$ cat config.mk
export PLATFORM = sky130hd
export DESIGN_NAME = ex_muldiv_unit
export DESIGN_NICKNAME = d
export VERILOG_FILES = /design/src/rtl/riscv_pkg.sv /design/src/rtl/muldiv_datapath.sv /design/src/rtl/ex_muldiv_unit.sv
export SDC_FILE = /design/constraint.sdc
export NUM_CORES = 1
export LEC_CHECK = 0
export CAP_MARGIN = 10
export CELL_PAD_IN_SITES_DETAIL_PLACEMENT = 0
export CELL_PAD_IN_SITES_GLOBAL_PLACEMENT = 1
export CORE_MARGIN = 5
export CORE_UTILIZATION = 44
export DETAILED_ROUTE_END_ITERATION = 12
export PLACE_DENSITY = 0.94
export SLEW_MARGIN = 25
export SYNTH_ARGS = -nofsm -noshare
export SYNTH_HDL_FRONTEND = slang
export SYNTH_SLANG_ARGS = --single-unit
$ cat constraint.sdc
create_clock -name clk_i -period 7.54 [get_ports clk_i]
set_clock_uncertainty 0.2 [all_clocks]
set_input_delay 1.508 -clock clk_i [delete_from_list [all_inputs] [get_ports clk_i]]
set_output_delay 1.508 -clock clk_i [all_outputs]
set_load 0.01 [all_outputs]
$ cat src/rtl/riscv_pkg.sv
// Shared RV32M decode constants and the multiply/divide FSM state encoding.
package riscv_pkg;

  localparam logic [6:0] FUNCT7_MULDIV = 7'b0000001;

  localparam logic [2:0] F3_MUL  = 3'b000;
  localparam logic [2:0] F3_DIV  = 3'b100;
  localparam logic [2:0] F3_DIVU = 3'b101;
  localparam logic [2:0] F3_REM  = 3'b110;
  localparam logic [2:0] F3_REMU = 3'b111;

  localparam logic [1:0] IDLE = 2'd0;
  localparam logic [1:0] BUSY = 2'd1;
  localparam logic [1:0] DONE = 2'd2;

  // MULH/MULHSU/MULHU are not handled by this engine.
  function automatic logic is_handled_f3(input logic [2:0] f3);
    return f3 inside {F3_MUL, F3_DIV, F3_DIVU, F3_REM, F3_REMU};
  endfunction

endpackage

$ cat src/rtl/muldiv_datapath.sv
// Iterative shift-add multiplier / restoring divider sharing one set of registers.
module muldiv_datapath #(
  parameter int unsigned XLEN = 32
) (
  input  logic            clk_i,
  input  logic            rst_i,
  input  logic            load_i,
  input  logic            step_i,
  input  logic            op_mul_i,
  input  logic            op_signed_i,
  input  logic            op_rem_i,
  input  logic [XLEN-1:0] op_a_i,
  input  logic [XLEN-1:0] op_b_i,
  output logic [XLEN-1:0] result_next_o
);

  // acc: product / partial remainder; x: multiplicand / quotient shifter; y: multiplier / divisor
  logic [XLEN-1:0] acc_q, acc_d, x_q, x_d, y_q, y_d;
  logic            is_mul_q, is_rem_q, neg_quot_q, neg_rem_q;
  logic            a_neg, b_neg;
  logic [XLEN-1:0] a_mag, b_mag;
  logic [XLEN:0]   tmp, diff;

  always_comb begin
    a_neg = op_signed_i & op_a_i[XLEN-1];
    b_neg = op_signed_i & op_b_i[XLEN-1];
    a_mag = a_neg ? -op_a_i : op_a_i;
    b_mag = b_neg ? -op_b_i : op_b_i;
    tmp   = {acc_q, x_q[XLEN-1]};
    diff  = tmp - {1'b0, y_q};
    acc_d = acc_q;
    x_d   = x_q;
    y_d   = y_q;
    if (load_i) begin
      acc_d = '0;
      x_d   = op_mul_i ? op_a_i : a_mag;
      y_d   = op_mul_i ? op_b_i : b_mag;
    end else if (step_i) begin
      if (is_mul_q) begin
        if (y_q[0]) acc_d = acc_q + x_q;
        x_d = x_q << 1;
        y_d = y_q >> 1;
      end else if (tmp >= {1'b0, y_q}) begin
        acc_d = diff[XLEN-1:0];
        x_d   = {x_q[XLEN-2:0], 1'b1};
      end else begin
        acc_d = tmp[XLEN-1:0];
        x_d   = {x_q[XLEN-2:0], 1'b0};
      end
    end
  end

  always_comb begin
    if (is_mul_q)      result_next_o = acc_d;
    else if (is_rem_q) result_next_o = neg_rem_q ? -acc_d : acc_d;
    else               result_next_o = neg_quot_q ? -x_d : x_d;
  end

  always_ff @(posedge clk_i or posedge rst_i) begin
    if (rst_i) begin
      acc_q      <= '0;
      x_q        <= '0;
      y_q        <= '0;
      is_mul_q   <= 1'b0;
      is_rem_q   <= 1'b0;
      neg_quot_q <= 1'b0;
      neg_rem_q  <= 1'b0;
    end else begin
      acc_q <= acc_d;
      x_q   <= x_d;
      y_q   <= y_d;
      if (load_i) begin
        is_mul_q   <= op_mul_i;
        is_rem_q   <= op_rem_i;
        // Divide-by-zero quotient stays all ones regardless of dividend sign.
        neg_quot_q <= (a_neg ^ b_neg) & (op_b_i != '0);
        neg_rem_q  <= a_neg;
      end
    end
  end

endmodule

$ cat src/rtl/ex_muldiv_unit.sv
// EX-stage RV32M multiply/divide engine: stalls the front end while iterating and
// presents a one-cycle result with its write-back tag.
module ex_muldiv_unit
  import riscv_pkg::*;
#(
  parameter int unsigned XLEN          = 32,
  parameter bit          ZERO_SHORTCUT = 1'b1
) (
  input  logic            clk_i,
  input  logic            rst_i,
  input  logic            valid_i,
  input  logic            flush_i,
  input  logic            RegWrite_i,
  input  logic [6:0]      funct7_i,
  input  logic [2:0]      funct3_i,
  input  logic [XLEN-1:0] RS1data_i,
  input  logic [XLEN-1:0] RS2data_i,
  input  logic [4:0]      RDaddr_i,
  output logic            stall_o,
  output logic            done_o,
  output logic [XLEN-1:0] result_o,
  output logic [4:0]      RDaddr_o,
  output logic            RegWrite_o
);

  localparam int unsigned CntW = $clog2(XLEN);

  logic [1:0]      state_q, state_d;
  logic [CntW-1:0] cnt_q;
  logic [4:0]      pend_rd_q, rd_q;
  logic            pend_rw_q, rw_q;
  logic [XLEN-1:0] result_q, special, dp_result;
  logic            start, shortcut, div_zero, div_ovf, load, step, finish;

  always_comb begin
    start    = valid_i & (funct7_i == FUNCT7_MULDIV) & is_handled_f3(funct3_i) & ~flush_i;
    div_zero = (RS2data_i == '0);
    div_ovf  = ~funct3_i[0] & (RS1data_i == {1'b1, {(XLEN-1){1'b0}}}) & (RS2data_i == '1);
    shortcut = ZERO_SHORTCUT && funct3_i[2] && (div_zero || div_ovf);
    if (div_zero) special = funct3_i[1] ? RS1data_i : '1;
    else          special = funct3_i[1] ? '0 : RS1data_i;
  end

  always_comb begin
    state_d = state_q;
    load    = 1'b0;
    step    = 1'b0;
    finish  = 1'b0;
    case (state_q)
      IDLE: begin
        if (start) begin
          load    = 1'b1;
          state_d = shortcut ? DONE : BUSY;
        end
      end
      BUSY: begin
        if (flush_i) begin
          state_d = IDLE;
        end else begin
          step = 1'b1;
          if (cnt_q == '0) begin
            finish  = 1'b1;
            state_d = DONE;
          end
        end
      end
      DONE:    state_d = IDLE;
      default: state_d = IDLE;
    endcase
  end

  assign stall_o    = ((state_q == IDLE) & start) | ((state_q == BUSY) & ~flush_i);
  assign done_o     = (state_q == DONE) & ~flush_i;
  assign RegWrite_o = done_o & rw_q;
  assign RDaddr_o   = rd_q;
  assign result_o   = result_q;

  muldiv_datapath #(
    .XLEN(XLEN)
  ) u_datapath (
    .clk_i         (clk_i),
    .rst_i         (rst_i),
    .load_i        (load),
    .step_i        (step),
    .op_mul_i      (~funct3_i[2]),
    .op_signed_i   (~funct3_i[0]),
    .op_rem_i      (funct3_i[1]),
    .op_a_i        (RS1data_i),
    .op_b_i        (RS2data_i),
    .result_next_o (dp_result)
  );

  always_ff @(posedge clk_i or posedge rst_i) begin
    if (rst_i) begin
      state_q   <= IDLE;
      cnt_q     <= '0;
      pend_rd_q <= '0;
      pend_rw_q <= 1'b0;
      rd_q      <= '0;
      rw_q      <= 1'b0;
      result_q  <= '0;
    end else begin
      state_q <= state_d;
      if (load) begin
        cnt_q     <= CntW'(XLEN - 1);
        pend_rd_q <= RDaddr_i;
        pend_rw_q <= RegWrite_i;
      end else if (step) begin
        cnt_q <= cnt_q - 1'b1;
      end
      // Output tag only changes on entry to DONE so it holds otherwise.
      if (load && shortcut) begin
        result_q <= special;
        rd_q     <= RDaddr_i;
        rw_q     <= RegWrite_i;
      end else if (finish) begin
        result_q <= dp_result;
        rd_q     <= pend_rd_q;
        rw_q     <= pend_rw_q;
      end
    end
  end

endmodule

==> reports/summary.txt, run 1 <==
num rows: 68
post-synthesis register bit count: 151
Port Buffer Count: 123
most instantiated cells after synthesis: 269 x nand2_1, 187 x o21ai_0, 151 x dfrtp_1, 147 x a21oi_1, 138 x nor2_1
clock root buffer master: clkbuf_16
top-count cell post-synth: nand2_1
top-level port count: 124
hold bufs inserted after CTS: 0
clock buffer count from CTS: 17
starting density of the core: 44.2%
number of instances on the worst hold path: 2
final cycle utilization of the critical path: 88.2%
worst reg2reg path startpoint: u_datapath.acc_q[9]
delay of the slowest cell on the worst path: 0.77 ns
Layout area overhead: 14.6%
leftover overflow at the end of global routing: 0
Final Slew Violations: 0
clock latency on the worst-skew pair: 0.46 ns
total setup violations reported at the end of the flow: 0
Fin Setup TNS: 0 ns
Slowest-stage cell, CP: o31ai_4
router iterations before antenna repair: 8
mean number of vias per cell: 6.73
die outline height: 196 um
HPWL after DPL: 50.9 mm
fraction of layout instances using a drive strength above 1: 5.59%
post-synthesis instance total: 2,037
Floorplan Core Area: 34,300 sq um
setup repair after global routing missed its margin: false
distinct cell type count after synthesis: 90
result of the run: finished, final reports clean
number of filler instances in the final layout: 3,344
global-route wire length before repair: 99.4 mm
Clock transition at path regs: 0.07 ns
WL/cell: 25.9 um
starting DRC count in detailed routing: 2,658
Placed Cells: 2,534
final antenna-violating net count: 0
Worst Path Required: 7.69 ns
leakage: 0.00749 uW
width of the chip: 196 um
die outline area: 38,300 sq um
number of synthesized flops with an enable pin: 0
critical path arrival: 6.80 ns
average instance area after synthesis: 7.45 sq um
Hold Path End: pend_rd_q[3]
class of the tightest hold or removal check: register to register
fraction of registers with async set or reset after synthesis: 100%
Reg-to-Reg End: result_o[20]
most used flip-flop cell after synthesis: dfrtp_1
number of warnings issued by yosys: 0
maximum capacitance violations: 0
Setup Crit Path Kind: register to register
DRC violation count after routing: 0
ordered list of cells on the worst path: ha_1, a21o_1, a31o_1, a32o_1, o31ai_4, a31oi_1, a211o_1, inv_1, ha_1, inv_1, or4_1, a2111o_1, or4_1, nor4_1, mux2i_1, nand3_1, a32o_1
number of nets in the final layout: 2,254
Setup crit end kind: register
crit-path max FO: 18
post-CTS setup-driven buffer insertion count: 0
TritonCTS sink count: 151
Mapped Area: 15,200 sq um
time the worst path needs with I/O delays and setup: 6.65 ns
via count of the first global-routing pass: 16,200
Worst-Margin Slew: 1.14 ns
leading cell types by total area after synthesis: dfrtp_1 25%, nand2_1 6.7%, o21ai_0 6.2%
launching element type of the critical path: register
power density normalized to cell area: 141 nW/um^2
final weighted congestion in routability-driven placement: 1.02
clk buf depth: 2
worst vdd ir: 0.218 mV
part of the Yosys area used for sequential elements: 24.9%
initial antenna violation count: 1
achievable frequency: 0.150 GHz
# diodes: 0
length in cells of the worst reg-to-reg path: 17
maximum number of pins on one net before global-route repair: 101
Hold Fails Final Rpt: 0
H-tree level count: 4
remaining max-slew budget at the tightest pin: 23.7%
number of instances resized during post-cts repair: 0
routed via count: 17,300
post-route insts no fill: 2,565
syn nets: 2,193
Total Routed Length: 66.3 mm
reg2reg setup slack: 0.89 ns
Yosys top cell by area: dfrtp_1
CTS tree: yes
total routing usage reported by global routing: 33.4%
startpoint of the tightest hold check path: pend_rd_q[3]
post-synth top area share: 24.9%
where the power goes:
group	internal, uW	switching, uW
sequential	845	54.8
combinational	253	458
clock	443	403
cell usage in the layout, fill, tap and decap left out, drive strengths merged, types with 28 or more instances in the layout:
cell,instances
a21oi,147
ha,70
o21ai,193
dfrtp,151
o31ai,29
xnor2,75
a31oi,38
nor2,138
nand2,269
nand4,44
or3,38
nor3,54
xor2,48
buf,43
clkdlybuf4s50,123
inv,104
nand3,60
o211ai,30
mux2i,28
flip-flops by register name, indices dropped and copies added (netlist names):
signal                 cells
u_datapath.neg_rem_q       1
u_datapath.y_q            32
result_o                  32
cnt_q                      5
u_datapath.acc_q          32
u_datapath.x_q            32
RDaddr_o                   5
u_datapath.is_mul_q        1
pend_rd_q                  5
pend_rw_q                  1
u_datapath.neg_quot_q      1
state_q                    2
rw_q                       1
u_datapath.is_rem_q        1
kinds of logic after synthesis:
group                    after synthesis  share of synthesized area [%]
multiplexers                          30                           2.00
flip-flops                           151                           24.9
AND/OR/NAND/NOR                      746                           24.2
buffers and inverters                225                           5.79
XOR/XNOR                             123                           7.10
AO/OA/AOI/OAI                        682                           29.4
adder cells (fa/ha/maj)               80                           6.56
layout make-up:
| class | count | area, sq um | area share [%] |
|---|---|---|---|
| repair buffers | 166 | 1550 | 8.94 |
| clock buffers | 19 | 453 | 2.61 |
| well taps | 455 | 569 | 3.28 |
| flip-flops and latches | 151 | 3780 | 21.7 |
| clock inverters | 12 | 95.1 | 0.547 |
| inverters | 101 | 387 | 2.22 |
| multi-input cells | 1661 | 10500 | 60.7 |
worst max-delay path, delay by kind of cell (launching register included):
kind                       cells  cell delay, ns
adders and majority gates      2            0.67
buffers and inverters          2            0.19
DFF                            1            0.53
muxes                          1            0.23
AOI/OAI and AO/OA              8            2.94
and+or+nand+nor                4            1.80
layer usage:
layer	track usage, %	vias up	part of all wire [%]
met5	0	-	0
met4	15.2	0	5.4
met3	7.50	233	11
met2	52.0	1140	44
met1	44.3	8178	40
li1	-	7713	-
stage by stage:
stage	hold slack [ns]	power [uW]	utilization [%]	setup slack [ns]	area, sq um
floorplan	0.238	1340	-	1.48	15200
global placement	0.252	1590	49.1	0.641	16800
detailed placement	0.260	1590	49.1	0.527	16800
CTS	0.274	2430	50.7	0.976	17400
global route	0.300	2530	50.7	0.735	17400
finish	0.270	2460	50.7	0.890	17400
worst max-delay path by stage:
| stage | start | endpoint | slack [ns] | cells after the start |
|---|---|---|---|---|
| finish | u_datapath.acc_q[9] | result_o[20] | 0.89 | 17 |
| global route | funct7_i[3] | result_o[22] | 0.74 | 17 |
| CTS | funct7_i[3] | result_o[20] | 0.98 | 17 |
| detailed placement | funct7_i[3] | result_o[20] | 0.53 | 17 |
| global placement | funct7_i[3] | result_o[20] | 0.64 | 17 |
| floorplan | funct7_i[3] | result_o[20] | 1.48 | 18 |
Note: power is estimated with default switching activity, not from simulation.
==> inputs of run 2 (changes only) <==
- SKIP_LAST_GASP: not set -> 1
==> results of run 2 <==
The final DEF is identical to that of run 1; final timing and power are the same.
